===== src/rtl/demux_stream_pkg.sv =====
// Shared constants and helpers for the stream mux/demux register blocks.
// Word width follows the Hack machine word; counters are a fixed 16 bits.
package demux_stream_pkg;

    localparam int WORD_WIDTH  = 16;
    localparam int COUNT_WIDTH = 16;

    typedef logic [WORD_WIDTH-1:0]  word_t;
    typedef logic [COUNT_WIDTH-1:0] count_t;

    // Channel counts are restricted to 2, 4 or 8 so every select code maps to a real slot.
    function automatic bit legal_channels(input int n);
        return (n == 2) || (n == 4) || (n == 8);
    endfunction

endpackage


===== src/rtl/demux_stream_slot.sv =====
// One-entry channel buffer: loads a word, holds it until its consumer takes it.
// Latency 1 cycle load-to-valid; a take and a load in the same cycle keep the slot full.
// Backpressure: the slot never refuses a load itself; the top gates loads with its ready term.
// Optional per-slot delivered-word counter under DEMUX_STREAM_COUNT_EN.
module demux_slot
    import demux_stream_pkg::*;
#(
    parameter int WIDTH = WORD_WIDTH
) (
    input  logic             clk,
    input  logic             reset,
    input  logic             load,
    input  logic [WIDTH-1:0] din,
    input  logic             take_rdy,
    output logic [WIDTH-1:0] dout,
`ifdef DEMUX_STREAM_COUNT_EN
    output count_t           count,
`endif
    output logic             valid
);

    logic take;

    // A consumer ready with nothing buffered is not a transfer.
    assign take = valid & take_rdy;

    always_ff @(posedge clk or posedge reset) begin
        if (reset) begin
            valid <= 1'b0;
            dout  <= '0;
        end else begin
            if (load) begin
                valid <= 1'b1;
                dout  <= din;
            end else if (take) begin
                valid <= 1'b0;
            end
        end
    end

`ifdef DEMUX_STREAM_COUNT_EN
    always_ff @(posedge clk or posedge reset) begin
        if (reset) begin
            count <= '0;
        end else if (take) begin
            count <= count + count_t'(1);
        end
    end
`endif

endmodule


===== src/rtl/demux_stream.sv =====
// Stream demux: one producer word routed to one of N one-entry channel slots (DEMUX_STREAM_COUNT_EN adds out_count).
// Latency 1 cycle input-to-out_valid; full throughput per channel when its consumer is ready.
// Backpressure: in_ready follows only the selected slot, so a stalled full channel blocks the input (head-of-line).
module demux_stream
    import demux_stream_pkg::*;
#(
    parameter  int WIDTH = WORD_WIDTH,
    parameter  int N     = 4,
    localparam int SW    = $clog2(N)
) (
    input  logic                         clk,
    input  logic                         reset,
    input  logic [WIDTH-1:0]             in_data,
    input  logic [SW-1:0]                in_sel,
    input  logic                         in_valid,
    output logic                         in_ready,
    output logic [N*WIDTH-1:0]           out_data,
    output logic [N-1:0]                 out_valid,
`ifdef DEMUX_STREAM_COUNT_EN
    output logic [N*COUNT_WIDTH-1:0]     out_count,
`endif
    input  logic [N-1:0]                 out_ready
);

    logic         accept;
    logic [N-1:0] load_en;

    // Free slot, or a slot being emptied this very cycle, can take the word.
    assign in_ready = ~out_valid[in_sel] | out_ready[in_sel];
    assign accept   = in_valid & in_ready;

    always_comb begin
        load_en = '0;
        load_en[in_sel] = accept;
    end

    for (genvar k = 0; k < N; k++) begin : g_slot
        demux_slot #(
            .WIDTH (WIDTH)
        ) u_slot (
            .clk      (clk),
            .reset    (reset),
            .load     (load_en[k]),
            .din      (in_data),
            .take_rdy (out_ready[k]),
            .dout     (out_data[k*WIDTH +: WIDTH]),
`ifdef DEMUX_STREAM_COUNT_EN
            .count    (out_count[k*COUNT_WIDTH +: COUNT_WIDTH]),
`endif
            .valid    (out_valid[k])
        );
    end

endmodule

===== config.mk =====
export PLATFORM = sky130hd
export DESIGN_NAME = demux_stream
export DESIGN_NICKNAME = d
export VERILOG_FILES = /design/src/rtl/demux_stream_pkg.sv /design/src/rtl/demux_stream_slot.sv /design/src/rtl/demux_stream.sv
export SDC_FILE = /design/constraint.sdc
export NUM_CORES = 1
export LEC_CHECK = 0
export ABC_AREA = 1
export ABC_CLOCK_PERIOD_IN_PS = 3150
export BUFFER_PORTS_ARGS = -buffer_cell sky130_fd_sc_hd__buf_4
export CORE_MARGIN = 3
export CORE_UTILIZATION = 40
export DETAILED_ROUTE_END_ITERATION = 10
export PLACE_DENSITY = 0.68
export SYNTH_ARGS = -nofsm -noshare
export SYNTH_HDL_FRONTEND = slang
export SYNTH_SLANG_ARGS = --single-unit

===== constraint.sdc =====
create_clock -name clk -period 3.15 [get_ports clk]
set_input_delay 0.315 -clock clk [delete_from_list [all_inputs] [get_ports clk]]
set_output_delay 0.315 -clock clk [all_outputs]
set_load 0.02 [all_outputs]

* Word level (Yosys, flattened, before mapping)
Index checks and enable logic that the tools add are counted.
** Storage, ports and cells
- Latch bits :: 0
- Bits of input ports :: 25
- Word-level logic and storage cells :: 37
- Memories :: 0
- Output and inout bits :: 69
- Bits in writable memories :: 0
- ROM bits :: 0
- Flip-flop bits (word level) :: 68
** Operators by class
- Equality and inequality tests :: 0
- Reduce and logical (&&, ||, !) cells :: 5
- $mul :: 0
- Mux-type cells :: 14
- Bitwise operators :: 8
- Order comparisons :: 2
- Shift operators :: 0
- Div/mod/pow operators :: 0
- $add $sub $neg :: 0
** Operators with widths (number)
- $mux W1 :: 11
- $reduce_bool A2 Y1 :: 4
- $and A1 B1 Y1 :: 5
- $and A4 B4 Y4 :: 1
- $bmux W1 S2 :: 2
- $lt A2 B3 Y1 const B :: 1
- $demux W1 S2 :: 1
- $ge A2 B1 Y1 const B :: 1
- $logic_and A1 B1 Y1 :: 1
- $not A1 Y1 :: 1
- $or A1 B1 Y1 :: 1

* Logic depth before layout (Yosys ltp)
Gate-level depths: netlist (run 1).
- Depth after elaboration :: 7
- Gate-level depth with buffers :: 11
- Mapped depth without buffers :: 9

* Cells and area by module
A second synthesis (run 1) with hierarchy kept.
** Second synthesis, totals
- Cells, all modules :: 322
- Area, all modules :: 2851.5 sq um
** Modules (own cells, without submodules)
- demux_slot :: area each 679.4 sq um, seq. area each 425.4 sq um, cells an instance 73, instances 4
- demux_stream :: area each 133.9 sq um, seq. area each 0.0 sq um, cells an instance 30, instances 1

* Worst setup path before layout (run 1)
Ideal clock, no wire load.
- Kind :: input -> output
- Start :: input in_sel[1]
- End :: output in_ready
- Buffers on the path :: 2
- Slack :: 1733 ps
- Cell stages on the path :: 7
- Data required time :: 2835 ps
- Data arrival time :: 1102 ps
- Cell sequence :: buf_6 nor2_8 nand2_2 nand2_2 nor2_4 nand2_8 buf_2
** On the way
- Cells in the longest elaborated chain, start to end :: 4
- Elaborated cells between the ends (all ways) :: 6
- Classes of those cells :: mux: 4; bitwise: 2
** RTL lines
- from (decl) :: line demux_stream.sv:14 : input logic [SW-1:0] in_sel,
- $bmux W1 S2 :: line demux_stream.sv:29 : assign in_ready = ~out_valid[in_sel] | out_ready[in_sel];
- $mux W1 (not written as such) :: line demux_stream.sv:29
- $not A1 Y1 :: line demux_stream.sv:29
- $or A1 B1 Y1 * :: line demux_stream.sv:29
- to (decl) :: line demux_stream.sv:16 : output logic in_ready,
Every way passes the cells marked *; elsewhere a longest branch is shown, timed or not. The select of a mux whose other input is x is not followed.

* Final worst setup path (run 1)
- Start :: register g_slot[0].u_slot.valid
- End :: output in_ready
** On the way
- Cells in the longest elaborated chain, start to end :: 4
** RTL lines
- from (decl) :: line demux_stream_slot.sv:19 : output logic valid
- from (signal assigned) :: line demux_stream_slot.sv:29 : valid <= 1'b0;
- from (signal assigned) :: line demux_stream_slot.sv:33 : valid <= 1'b1;
- from (signal assigned) :: line demux_stream_slot.sv:36 : valid <= 1'b0;
- $bmux W1 S2 :: line demux_stream.sv:29
- $mux W1 (not written as such) :: line demux_stream.sv:29
- $not A1 Y1 :: line demux_stream.sv:29
- $or A1 B1 Y1 :: line demux_stream.sv:29
Every way passes these cells. The select of a mux whose other input is x is not followed.

==> impl_table.tex, run 1 <==
\begin{tabular}{lr}
\hline
Metric & Value \\
\hline
\multicolumn{2}{l}{\textbf{Logic synthesis}} \\
\quad Area of the mapped netlist & 3050 sq um \\
\quad Ys async rst share & 100\% \\
\quad Post-synth top flop & dfrtp\_1 \\
\quad Yosys reg bits & 68 \\
\quad Share of the yosys chip area belonging to registers & 55.8\% \\
\quad Gate count after technology mapping & 326 \\
\quad Top post-synthesis cells by area & dfrtp\_1, nand2\_1, nand4\_1 \\
\quad Average cell area after synthesis & 9.36 sq um \\
\quad Number of distinct library cells after synthesis & 21 \\
\quad Post-synth top area share & 55.8\% \\
\quad Dominant cell by count in the synthesized netlist & nand2\_1 \\
\quad Number of enable flip-flop cells after synthesis & 0 \\
\quad Most frequent cells after synthesis & nand2\_1, dfrtp\_1, nand4\_1 \\
\quad Net Count, Synth & 351 \\
\quad Top cell type by total area after synthesis & dfrtp\_1 \\
\quad Warnings from Yosys & 0 \\
\multicolumn{2}{l}{\textbf{Setup path}} \\
\quad Cell count of the worst reg-to-reg path & 8 \\
\quad CP startpoint kind & flip-flop \\
\quad Data arrival time of the worst path & 1.60 ns \\
\quad Type of destination of the critical path & primary output \\
\quad Register-to-register path setup slack & 1.53 ns \\
\quad Reg2reg start & g\_slot[0].u\_slot.valid\$\_DFFE\_PP0P\_ \\
\quad Worst setup path category & flip-flop to primary output \\
\quad Critical Path RT & 2.83 ns \\
\quad Worst flop-to-flop path endpoint & g\_slot[0].u\_slot.dout[12]\$\_DFFE\_PP0P\_ \\
\quad Maximum fanout along the worst path & 69 \\
\multicolumn{2}{l}{\textbf{Detailed routing}} \\
\quad Vias after detailed routing & 2570 \\
\quad Via-to-Cell Ratio & 5.08 \\
\quad Number of DRC violations after detailed routing & 0 \\
\quad Detail-routed net length per standard cell & 15.8 um \\
\quad Remaining antenna violation count after routing & 0 \\
\quad Pre-antenna DRT Iters & 4 \\
\quad 1st-iter DRT viols & 176 \\
\quad Wire length reported by the detailed router & 7990 um \\
\multicolumn{2}{l}{\textbf{Die}} \\
\quad Effective utilization at floorplan & 41.6\% \\
\quad Number of I/O pins & 94 \\
\quad Core Area & 7330 sq um \\
\quad Height of the chip & 93.3 um \\
\quad Chip width & 93.3 um \\
\quad Num rows & 31 \\
\quad Die Footprint & 8710 sq um \\
\multicolumn{2}{l}{\textbf{Timing}} \\
\quad RSZ-0062 raised after global routing & no \\
\quad Total setup violations reported at the end of the flow & 0 \\
\quad Fin crit period & 1.92 ns \\
\quad Measured slew at the worst slew-check pin & 0.951 ns \\
\quad Worst rel slew slack & 36.5\% \\
\quad Final-report max-slew violation count & 0 \\
\quad Period utilisation layout & 60.8\% \\
\quad Crit path setup slack, layout & 1.23 ns \\
\quad Fin Clk Skew & 0.0101 ns \\
\quad Final hold vios & 0 \\
\quad Sum Neg Setup Slack & 0 ns \\
\quad Max Clock Freq & 522 MHz \\
\multicolumn{2}{l}{\textbf{Clock tree}} \\
\quad Clock slew at the register clock pins of the worst setup and hold paths & 0.07 ns \\
\quad Clock sink count & 68 \\
\quad Clk Latency, worst-skew pair & 0.34 ns \\
\quad Number of setup buffers added after CTS & 0 \\
\quad Count of H-tree levels built during CTS & 3 \\
\quad CTS tree & done \\
\quad Post-CTS Hold Fix Bufs & 0 \\
\quad Clk buf depth & 2 \\
\quad Clock tree root driver cell & clkbuf\_8 \\
\quad Post-cts resize count & 0 \\
\quad Number of buffers inserted during clock tree synthesis & 9 \\
\multicolumn{2}{l}{\textbf{Place}} \\
\quad Area after detailed placement & 3680 sq um \\
\quad Total of buffers placed on input and output ports & 93 \\
\quad Routability-driven placement congestion ratio & 0.884 \\
\quad Post-DP HPWL & 5650 um \\
\quad Worst slack after detailed placement & 1.26 ns \\
\multicolumn{2}{l}{\textbf{Final layout}} \\
\quad Number of fill cells & 713 \\
\quad Post-synthesis to final-layout area growth & 26.6\% \\
\quad Total area of multi-input combinational cells & 1110 sq um \\
\quad Diode count & 0 \\
\quad Final Net Count & 428 \\
\quad Sequential cell area & 1700 sq um \\
\quad Cell area after layout & 3860 sq um \\
\quad Proportion of layout cells with a drive suffix above 1 & 31.4\% \\
\multicolumn{2}{l}{\textbf{Global route}} \\
\quad Maximum number of pins on one net before global-route repair & 70 \\
\quad Wire length of the first global-routing pass & 13100 um \\
\quad Number of antenna violations at the first check in global routing & 0 \\
\quad Global route total overflow & 0 \\
\quad Aggregate global-route resource usage & 19.5\% \\
\quad Via count of the first global-routing pass & 2482 \\
\multicolumn{2}{l}{\textbf{Run status}} \\
\quad Outcome & completed \\
\multicolumn{2}{l}{\textbf{Min path}} \\
\quad Worst min-delay path category & input port to flip-flop \\
\quad Hold depth & 2 \\
\quad Origin of the worst min-delay path & out\_ready[3] \\
\quad Worst hold path endpoint & g\_slot[3].u\_slot.valid\$\_DFFE\_PP0P\_ \\
\multicolumn{2}{l}{\textbf{Pwr}} \\
\quad Worst IR drop on VDD & 0.329 mV \\
\quad Pwr per Cell Area & 668 nW/um\^{}2 \\
\quad Leakage dissipation & 2.06 nW \\
\multicolumn{2}{l}{\textbf{Job}} \\
\quad Max-cap violation count & 0 \\
\hline
\end{tabular}
flip-flops by register name, summed over array words and instances, names as in the netlist:
name / flops
g_slot.u_slot.dout: 64
g_slot.u_slot.valid: 4
layer usage:
metal | share of wire, % | wire length, um | vias to the layer above | global-route usage [%]
li1 | - | - | 1255 | -
met4 | 0.56 | 45 | 0 | 5.13
met2 | 47 | 3790 | 86 | 29.7
met3 | 7.5 | 600 | 5 | 5.95
met1 | 45 | 3550 | 1224 | 27.2
met5 | 0 | 0 | - | 0
stage by stage:
stage	hold WS, ns	power (mW)	std cells	util, %
after floorplan	0.396	1.60	326	-
after global placement	0.455	1.95	491	50.3
after detailed placement	0.462	1.97	491	50.3
after CTS	0.127	2.61	506	52.7
after global routing	0.145	2.73	506	52.7
final	0.146	2.58	506	52.7
worst max-delay path, cell delays in order (launching register included):
cell,delay [ns]
dfrtp_1,0.41
nand2_1,0.08
nand2_1,0.05
nand2_1,0.07
nand2_2,0.09
nand2_8,0.33
buf_4,0.22
layout by cell type, fill, tap and decap left out:
| cell | Yosys | layout |
|---|---|---|
| clkbuf_8 | 0 | 11 |
| nand3_1 | 2 | 2 |
| clkinv_2 | 0 | 2 |
| buf_4 | 6 | 95 |
| nand2_8 | 1 | 1 |
| nand4_1 | 64 | 64 |
| inv_2 | 2 | 3 |
| nor2_4 | 1 | 1 |
| nand3_2 | 1 | 1 |
| nand3_4 | 4 | 4 |
| dfrtp_1 | 68 | 68 |
| inv_4 | 1 | 1 |
| inv_1 | 5 | 4 |
| nor2_2 | 2 | 2 |
| nor2_8 | 1 | 1 |
| o21ai_1 | 4 | 4 |
| nand2_2 | 4 | 4 |
| nand2_1 | 137 | 137 |
| clkinvlp_4 | 0 | 2 |
worst max path at each step:
stage,from,to,slack (ns),cells after the start
floorplan,reset,g_slot[0].u_slot.dout[0]$_DFFE_PP0P_,1.12,1
global route,g_slot[0].u_slot.valid$_DFFE_PP0P_,in_ready,1.10,6
global placement,in_sel[1],g_slot[1].u_slot.dout[1]$_DFFE_PP0P_,1.30,9
detailed placement,in_sel[1],g_slot[1].u_slot.dout[7]$_DFFE_PP0P_,1.26,9
CTS,g_slot[2].u_slot.valid$_DFFE_PP0P_,in_ready,1.22,6
finish,g_slot[0].u_slot.valid$_DFFE_PP0P_,in_ready,1.23,6
kinds of logic (layout without fill, tap and decap cells):
logic type / Yosys count / count (layout) / synth area share (%)
and+or+nand+nor: 217 / 217 / 35.8
DFF: 68 / 68 / 55.8
buffers and inverters: 37 / 118 / 7.71
AOI/OAI and AO/OA: 4 / 4 / 0.656
report_power, final:
part / switching [mW] / total (mW) / internal [mW]
sequential: 0.112 / 1.15 / 1.04
clock: 0.317 / 0.638 / 0.321
combinational: 0.475 / 0.788 / 0.313
layout make-up:
type	count	area share, %
timing repair buffer	95	18.5
tap	99	3.21
clock inverter	4	0.648
inverter	8	0.843
sequential	68	44.1
multi-input combinational	221	28.8
clock buffer	11	3.92
No activity file was read; power rests on OpenSTA's default activity.
==> run 2: changes to the inputs <==
Settings changed: ABC_AREA 1 to 0, ABC_CLOCK_PERIOD_IN_PS 3150 to 1900, PLACE_DENSITY 0.68 to 0.69.
Clock period 3.15 ns to 1.9 ns, I/O delays scaled along.
==> run 2 against run 1 <==
Clock skew is 0.0029 ns lower. Sequential share of layout area is 1.6 points higher. Via count is 36% lower. Die area is 9.1% lower. Worst hold slack worse by 0.029 ns. Worst setup slack worse by 1.0 ns. Sequential power is 66% higher. Critical path depth is 3 lower. Core utilization is 4.6 points higher. Register-to-register slack worse by 1.1 ns. Global-route usage is 4.3 points lower. Combinational power is 71% higher. Critical path type unchanged.
==> impl_table.tex, run 2 <==
\begin{tabular}{lr}
\hline
Metric & Value \\
\hline
\multicolumn{2}{l}{\textbf{Detailed routing}} \\
\quad Number of DRC violations after detailed routing & 0 \\
\quad Vias after detailed routing & 1639 \\
\quad Detail-routed net length per standard cell & 17.0 um \\
\quad Wire length reported by the detailed router & 5820 um \\
\quad 1st-iter DRT viols & 58 \\
\quad Via-to-Cell Ratio & 4.79 \\
\quad Remaining antenna violation count after routing & 0 \\
\quad Pre-antenna DRT Iters & 3 \\
\multicolumn{2}{l}{\textbf{Final layout}} \\
\quad Largest register by flop count & g\_slot.u\_slot.dout \\
\quad Number of flip-flops in the largest register & 64 \\
\quad Post-synthesis to final-layout area growth & 35.1\% \\
\quad Commonest cells after routing, fill and taps aside & buf\_4, dfrtp\_1, mux2\_2 \\
\quad Cell area after layout & 3720 sq um \\
\quad Diode count & 0 \\
\quad Proportion of layout cells with a drive suffix above 1 & 68.3\% \\
\quad Final Net Count & 285 \\
\quad Number of fill cells & 544 \\
\quad Utilization after layout & 57.3\% \\
\quad Top flop regs & g\_slot.u\_slot.dout x64, g\_slot.u\_slot.valid x4 \\
\quad Most common cell after layout, fill and taps aside & buf\_4 \\
\multicolumn{2}{l}{\textbf{Job}} \\
\quad Max-cap violation count & 0 \\
\multicolumn{2}{l}{\textbf{Logic synthesis}} \\
\quad Number of distinct library cells after synthesis & 19 \\
\quad Post-synthesis compound-gate area fraction & 0.182\% \\
\quad Yosys reg bits & 68 \\
\quad Most frequent cells after synthesis & dfrtp\_1, mux2\_2, mux2\_4 \\
\quad Post-synth top flop & dfrtp\_1 \\
\quad Number of enable flip-flop cells after synthesis & 0 \\
\quad Top cell type by total area after synthesis & dfrtp\_1 \\
\quad Share of the yosys chip area belonging to registers & 61.8\% \\
\quad Adder and majority gate portion of the synthesized area & 0\% \\
\quad Portion of netlist area occupied by mux cells & 29.8\% \\
\quad Net Count, Synth & 185 \\
\quad Warnings from Yosys & 0 \\
\quad Ys async rst share & 100\% \\
\quad Gate count after technology mapping & 160 \\
\quad Top post-synthesis cells by area & dfrtp\_1, mux2\_2, mux2\_4 \\
\quad Area of the mapped netlist & 2760 sq um \\
\quad XOR/XNOR share of the synthesized area & 0\% \\
\quad Dominant cell by count in the synthesized netlist & dfrtp\_1 \\
\quad Combinational family with the most area after synthesis & multiplexers \\
\quad Area share of and/or/nand/nor cells after synthesis & 4.04\% \\
\quad Post-synth top area share & 61.8\% \\
\quad Average cell area after synthesis & 17.2 sq um \\
\multicolumn{2}{l}{\textbf{Global route}} \\
\quad Wire length of the first global-routing pass & 8890 um \\
\quad Global route total overflow & 0 \\
\quad Number of antenna violations at the first check in global routing & 0 \\
\quad Aggregate global-route resource usage & 15.2\% \\
\quad Via count of the first global-routing pass & 1640 \\
\quad Maximum number of pins on one net before global-route repair & 69 \\
\multicolumn{2}{l}{\textbf{Setup path}} \\
\quad CP startpoint kind & flip-flop \\
\quad Type of destination of the critical path & primary output \\
\quad Worst setup path category & flip-flop to primary output \\
\quad Critical Path RT & 1.71 ns \\
\quad Maximum fanout along the worst path & 3 \\
\quad Data arrival time of the worst path & 1.48 ns \\
\multicolumn{2}{l}{\textbf{Die}} \\
\quad Height of the chip & 89.0 um \\
\quad Core Area & 6490 sq um \\
\quad Num rows & 29 \\
\quad Chip width & 89.0 um \\
\quad Effective utilization at floorplan & 42.4\% \\
\quad Die Footprint & 7920 sq um \\
\quad Number of I/O pins & 94 \\
\multicolumn{2}{l}{\textbf{Timing}} \\
\quad Fin crit period & 1.67 ns \\
\quad Sum Neg Setup Slack & 0 ns \\
\quad Max Clock Freq & 598 MHz \\
\quad Measured slew at the worst slew-check pin & 0.363 ns \\
\quad Fin Clk Skew & 0.00725 ns \\
\quad Final hold vios & 0 \\
\quad Worst rel slew slack & 75.8\% \\
\quad Total setup violations reported at the end of the flow & 0 \\
\quad RSZ-0062 raised after global routing & no \\
\quad Final-report max-slew violation count & 0 \\
\quad Period utilisation layout & 88.0\% \\
\multicolumn{2}{l}{\textbf{Place}} \\
\quad Area after detailed placement & 3490 sq um \\
\quad Routability-driven placement congestion ratio & 0.712 \\
\quad Total of buffers placed on input and output ports & 93 \\
\quad Post-DP HPWL & 4090 um \\
\multicolumn{2}{l}{\textbf{Clock tree}} \\
\quad Clock tree root driver cell & clkbuf\_8 \\
\quad Number of buffers inserted during clock tree synthesis & 9 \\
\quad Clk buf depth & 2 \\
\quad Clock slew at the register clock pins of the worst setup and hold paths & 0.08 ns \\
\quad Clock sink count & 68 \\
\quad CTS tree & done \\
\quad Count of H-tree levels built during CTS & 3 \\
\quad Post-cts resize count & 0 \\
\quad Clk Latency, worst-skew pair & 0.32 ns \\
\multicolumn{2}{l}{\textbf{Pwr}} \\
\quad Leakage dissipation & 1.78 nW \\
\quad Pwr per Cell Area & 1220 nW/um\^{}2 \\
\quad Worst IR drop on VDD & 0.658 mV \\
\quad Sum of internal, switching and leakage power & 4.56 mW \\
\multicolumn{2}{l}{\textbf{Run status}} \\
\quad Outcome & completed \\
\multicolumn{2}{l}{\textbf{Min path}} \\
\quad Worst min-delay path category & input port to flip-flop \\
\hline
\end{tabular}
==> run 2: cell count changes after synthesis, moves of 5 or more <==
cell / before / now
nand2_1: 137 / 4
nand4_1: 64 / 0
mux2_2: 0 / 43
mux2_4: 0 / 20
buf_2: 6 / 0
buf_1: 5 / 0
==> run 2: cells by family (layout without fill, tap and decap cells) <==
| logic type | after synthesis | in the layout |
|---|---|---|
| flip-flops | 68 | 68 |
| multiplexers | 65 | 65 |
| AND/OR/NAND/NOR | 15 | 15 |
| buffers and inverters | 11 | 116 |
| AO/OA/AOI/OAI | 1 | 1 |
==> run 2: final cells by class <==
type                            count  area [sq um]  area share, %
Tap cell                           77          96.3           2.59
Multi-Input combinational cell     81           941           25.3
Clock buffer                       12           145           3.90
Inverter                            1          7.51          0.202
Sequential cell                    68          1700           45.7
Clock inverter                      4          72.6           1.95
Timing Repair Buffer               99           758           20.4
==> run 2: repair_timing <==
item / in CTS / in global routing
hold buffers: 1 / 0
endpoints found under the hold margin: 68 / 0
setup buffers: 0 / 0
==> run 2: routing by layer <==
layer  global-route usage (%)  up-vias  routed length (um)
li1                         -      755                   -
met1                     19.3      846                2510
met2                     25.2       36                3090
met3                     2.30        2                 181
met4                     7.71        0                  35
met5                        0        -                   0
==> run 2: worst paths after layout <==
path	from	end	slack, ns	cells after the start
max	g_slot[0].u_slot.valid$_DFFE_PP0P_	in_ready	0.23	3
min	in_data[12]	g_slot[0].u_slot.dout[12]$_DFFE_PP0P_	0.12	2
max reg2reg	g_slot[2].u_slot.valid$_DFFE_PP0P_	g_slot[2].u_slot.dout[13]$_DFFE_PP0P_	0.45	4
min reg2reg	g_slot[3].u_slot.dout[9]$_DFFE_PP0P_	g_slot[3].u_slot.dout[9]$_DFFE_PP0P_	0.49	1
max in group asynchronous	reset	g_slot[1].u_slot.dout[1]$_DFFE_PP0P_	1.09	4
min in group asynchronous	reset	g_slot[0].u_slot.dout[11]$_DFFE_PP0P_	0.51	4
==> run 2: stage by stage <==
| step | hold WS [ns] | std cells | setup slack [ns] |
|---|---|---|---|
| 4_1_cts | 0.0915 | 342 | 0.194 |
| 6_report | 0.117 | 342 | 0.228 |
| 3_5_place_dp | 0.324 | 325 | 0.456 |
| 3_3_place_gp | 0.320 | 325 | 0.480 |
| 5_1_grt | 0.0939 | 342 | 0.167 |
| 2_1_floorplan | 0.298 | 160 | 0.500 |
==> run 2: worst max-delay path: stages (launching register included) <==
cell	delay, ns
dfrtp_1	0.35
nand2b_1	0.12
mux4_1	0.52
buf_4	0.18
==> run 2: where the power goes <==
| group | leakage, nW | switching [mW] | internal [mW] |
|---|---|---|---|
| Clock | 0.107 | 0.524 | 0.775 |
| Combinational | 0.867 | 0.664 | 0.689 |
| Sequential | 0.810 | 0.164 | 1.74 |
==> run 3: changes to the inputs <==
Settings changed: ABC_CLOCK_PERIOD_IN_PS 1900 to default, PLACE_DENSITY 0.69 to 0.66.
==> run 3 against run 2 <==
Sequential share of layout area rose by 0.42 points. Clock-buffer cell count grew 1. Via count grew 1.4%. Flip-flop and latch count stayed put. Clock power down 12%. Critical path depth stayed put. Design area is 0.91% lower. Core utilization down 0.52 points. Worst hold slack got worse by 0.0079 ns. Global-route usage grew 0.28 points. Critical path type unchanged.
==> impl_table.tex, run 3 (synthesized netlist as in run 2, its figures left out) <==
\begin{tabular}{lr}
\hline
Metric & Value \\
\hline
\multicolumn{2}{l}{\textbf{Detailed routing}} \\
\quad Detail-routed net length per standard cell & 17.2 um \\
\quad Wire length reported by the detailed router & 5860 um \\
\quad Pre-antenna DRT Iters & 4 \\
\quad Remaining antenna violation count after routing & 0 \\
\quad Via-to-Cell Ratio & 4.87 \\
\quad 1st-iter DRT viols & 34 \\
\quad Number of DRC violations after detailed routing & 0 \\
\quad Vias after detailed routing & 1662 \\
\multicolumn{2}{l}{\textbf{Die}} \\
\quad Number of I/O pins & 94 \\
\quad Effective utilization at floorplan & 42.4\% \\
\quad Height of the chip & 89.0 um \\
\quad Chip width & 89.0 um \\
\quad Core Area & 6490 sq um \\
\quad Die Footprint & 7920 sq um \\
\quad Num rows & 29 \\
\multicolumn{2}{l}{\textbf{Final layout}} \\
\quad Proportion of layout cells with a drive suffix above 1 & 67.8\% \\
\quad Top flop regs & g\_slot.u\_slot.dout x64, g\_slot.u\_slot.valid x4 \\
\quad Final Net Count & 285 \\
\quad Cell area after layout & 3690 sq um \\
\quad Number of fill cells & 511 \\
\quad Commonest cells after routing, fill and taps aside & buf\_4, dfrtp\_1, mux2\_2 \\
\quad Post-synthesis to final-layout area growth & 33.9\% \\
\quad Largest register by flop count & g\_slot.u\_slot.dout \\
\quad Diode count & 0 \\
\quad Layout Cells excl Fill & 341 \\
\quad Number of flip-flops in the largest register & 64 \\
\quad Most common cell after layout, fill and taps aside & buf\_4 \\
\multicolumn{2}{l}{\textbf{Setup path}} \\
\quad Data arrival time of the worst path & 1.53 ns \\
\quad Largest delay contributor family on the critical path & multiplexers \\
\quad Critical-path cell list & nand2b\_1, mux4\_1, buf\_4 \\
\quad Maximum fanout along the worst path & 3 \\
\quad CP startpoint kind & flip-flop \\
\quad Delay of the slowest critical-path stage & 0.53 ns \\
\quad Worst setup path category & flip-flop to primary output \\
\quad Number of buffer and inverter instances along the worst setup path & 1 \\
\quad Critical Path RT & 1.71 ns \\
\quad Type of destination of the critical path & primary output \\
\quad Slowest cell on the critical path & mux4\_1 \\
\multicolumn{2}{l}{\textbf{Global route}} \\
\quad Via count of the first global-routing pass & 1753 \\
\quad Maximum number of pins on one net before global-route repair & 69 \\
\quad Global route total overflow & 0 \\
\quad Number of antenna violations at the first check in global routing & 0 \\
\quad Aggregate global-route resource usage & 15.5\% \\
\quad Wire length of the first global-routing pass & 9060 um \\
\multicolumn{2}{l}{\textbf{Timing}} \\
\quad Total setup violations reported at the end of the flow & 0 \\
\quad Sum Neg Setup Slack & 0 ns \\
\quad Max Clock Freq & 582 MHz \\
\quad Worst rel slew slack & 75.5\% \\
\quad Measured slew at the worst slew-check pin & 0.367 ns \\
\quad Fin crit period & 1.72 ns \\
\quad Period utilisation layout & 90.5\% \\
\quad RSZ-0062 raised after global routing & no \\
\quad Final-report max-slew violation count & 0 \\
\quad Crit path setup slack, layout & 0.181 ns \\
\quad Final hold vios & 0 \\
\quad Fin Clk Skew & 0.00939 ns \\
\multicolumn{2}{l}{\textbf{Min path}} \\
\quad Worst min-delay path category & input port to flip-flop \\
\multicolumn{2}{l}{\textbf{Clock tree}} \\
\quad Clock slew at the register clock pins of the worst setup and hold paths & 0.07 ns \\
\quad Clk Latency, worst-skew pair & 0.34 ns \\
\quad Count of H-tree levels built during CTS & 3 \\
\quad Clock tree root driver cell & clkbuf\_8 \\
\quad Clk buf depth & 2 \\
\quad Clock sink count & 68 \\
\quad Post-cts resize count & 0 \\
\quad Number of buffers inserted during clock tree synthesis & 9 \\
\quad CTS tree & done \\
\multicolumn{2}{l}{\textbf{Job}} \\
\quad Max-cap violation count & 0 \\
\multicolumn{2}{l}{\textbf{Place}} \\
\quad Total of buffers placed on input and output ports & 93 \\
\quad Worst slack after detailed placement & 0.383 ns \\
\quad Routability-driven placement congestion ratio & 0.698 \\
\quad Area after detailed placement & 3490 sq um \\
\quad Placed instance count & 325 \\
\quad Post-DP HPWL & 4090 um \\
\multicolumn{2}{l}{\textbf{Pwr}} \\
\quad Gate power share & 30.6\% \\
\quad Pwr per Cell Area & 1200 nW/um\^{}2 \\
\quad Pint & 3.07 mW \\
\quad Power share of the sequential group & 43.4\% \\
\quad Worst IR drop on VDD & 0.717 mV \\
\quad Leakage dissipation & 1.77 nW \\
\quad Switching share of total power & 30.5\% \\
\quad Clock group share of total power & 26.0\% \\
\quad Sum of internal, switching and leakage power & 4.41 mW \\
\quad Net switching power figure & 1.35 mW \\
\multicolumn{2}{l}{\textbf{Run status}} \\
\quad Outcome & completed \\
\hline
\end{tabular}
## run 3: layout make-up
type / instances / area, sq um / share of cell area, %
Tap cell: 77 / 96.3 / 2.61
Clock buffer: 13 / 149 / 4.04
Clock inverter: 2 / 35.0 / 0.950
Multi-Input combinational cell: 81 / 941 / 25.5
Sequential cell: 68 / 1700 / 46.1
Inverter: 1 / 7.51 / 0.204
Timing Repair Buffer: 99 / 758 / 20.6
## run 3: stage by stage
step | hold slack, ns | util [%]
2_1_floorplan | 0.298 | -
3_3_place_gp | 0.320 | 53.8
3_5_place_dp | 0.325 | 53.8
4_1_cts | 0.0894 | 56.8
5_1_grt | 0.0899 | 56.8
6_report | 0.110 | 56.8
## run 3: final timing paths
check	from	to	slack (ns)	cells past startpoint
max	g_slot[0].u_slot.valid$_DFFE_PP0P_	in_ready	0.18	3
min	in_data[9]	g_slot[3].u_slot.dout[9]$_DFFE_PP0P_	0.11	2
max reg2reg	g_slot[1].u_slot.valid$_DFFE_PP0P_	g_slot[1].u_slot.dout[12]$_DFFE_PP0P_	0.47	4
min reg2reg	g_slot[0].u_slot.dout[10]$_DFFE_PP0P_	g_slot[0].u_slot.dout[10]$_DFFE_PP0P_	0.51	1
max in group asynchronous	reset	g_slot[2].u_slot.dout[6]$_DFFE_PP0P_	1.10	4
min in group asynchronous	reset	g_slot[2].u_slot.dout[4]$_DFFE_PP0P_	0.49	4
## run 3: repair_timing
item | CTS | global route
hold endpoints to repair | 68 | 0
buffers inserted | 0 | 0
hold buffers | 1 | 0
## run 3: worst reg2reg max path: stages (launching register included)
cell      delay, ns
dfrtp_1        0.38
nand2b_1       0.11
and3_1         0.17
buf_4          0.28
mux2_2         0.37
## run 3: power by group through the flow
stage          Sequential, mW  Clock [mW]  Combinational [mW]
6_report                 1.91        1.15                1.35
5_1_grt                  1.95        1.25                1.44
4_1_cts                  1.92        1.18                1.37
3_5_place_dp             1.94           0                1.37
3_3_place_gp             1.93           0                1.35
2_1_floorplan            2.27           0               0.405
## run 3: layer usage
layer | GRT usage (%) | share of wire (%) | vias to the layer above
li1 | - | - | 758
met1 | 20.9 | 45 | 825
met2 | 22.0 | 43 | 74
met3 | 7.19 | 11 | 5
met4 | 5.28 | 1.1 | 0
met5 | 0 | 0 | -
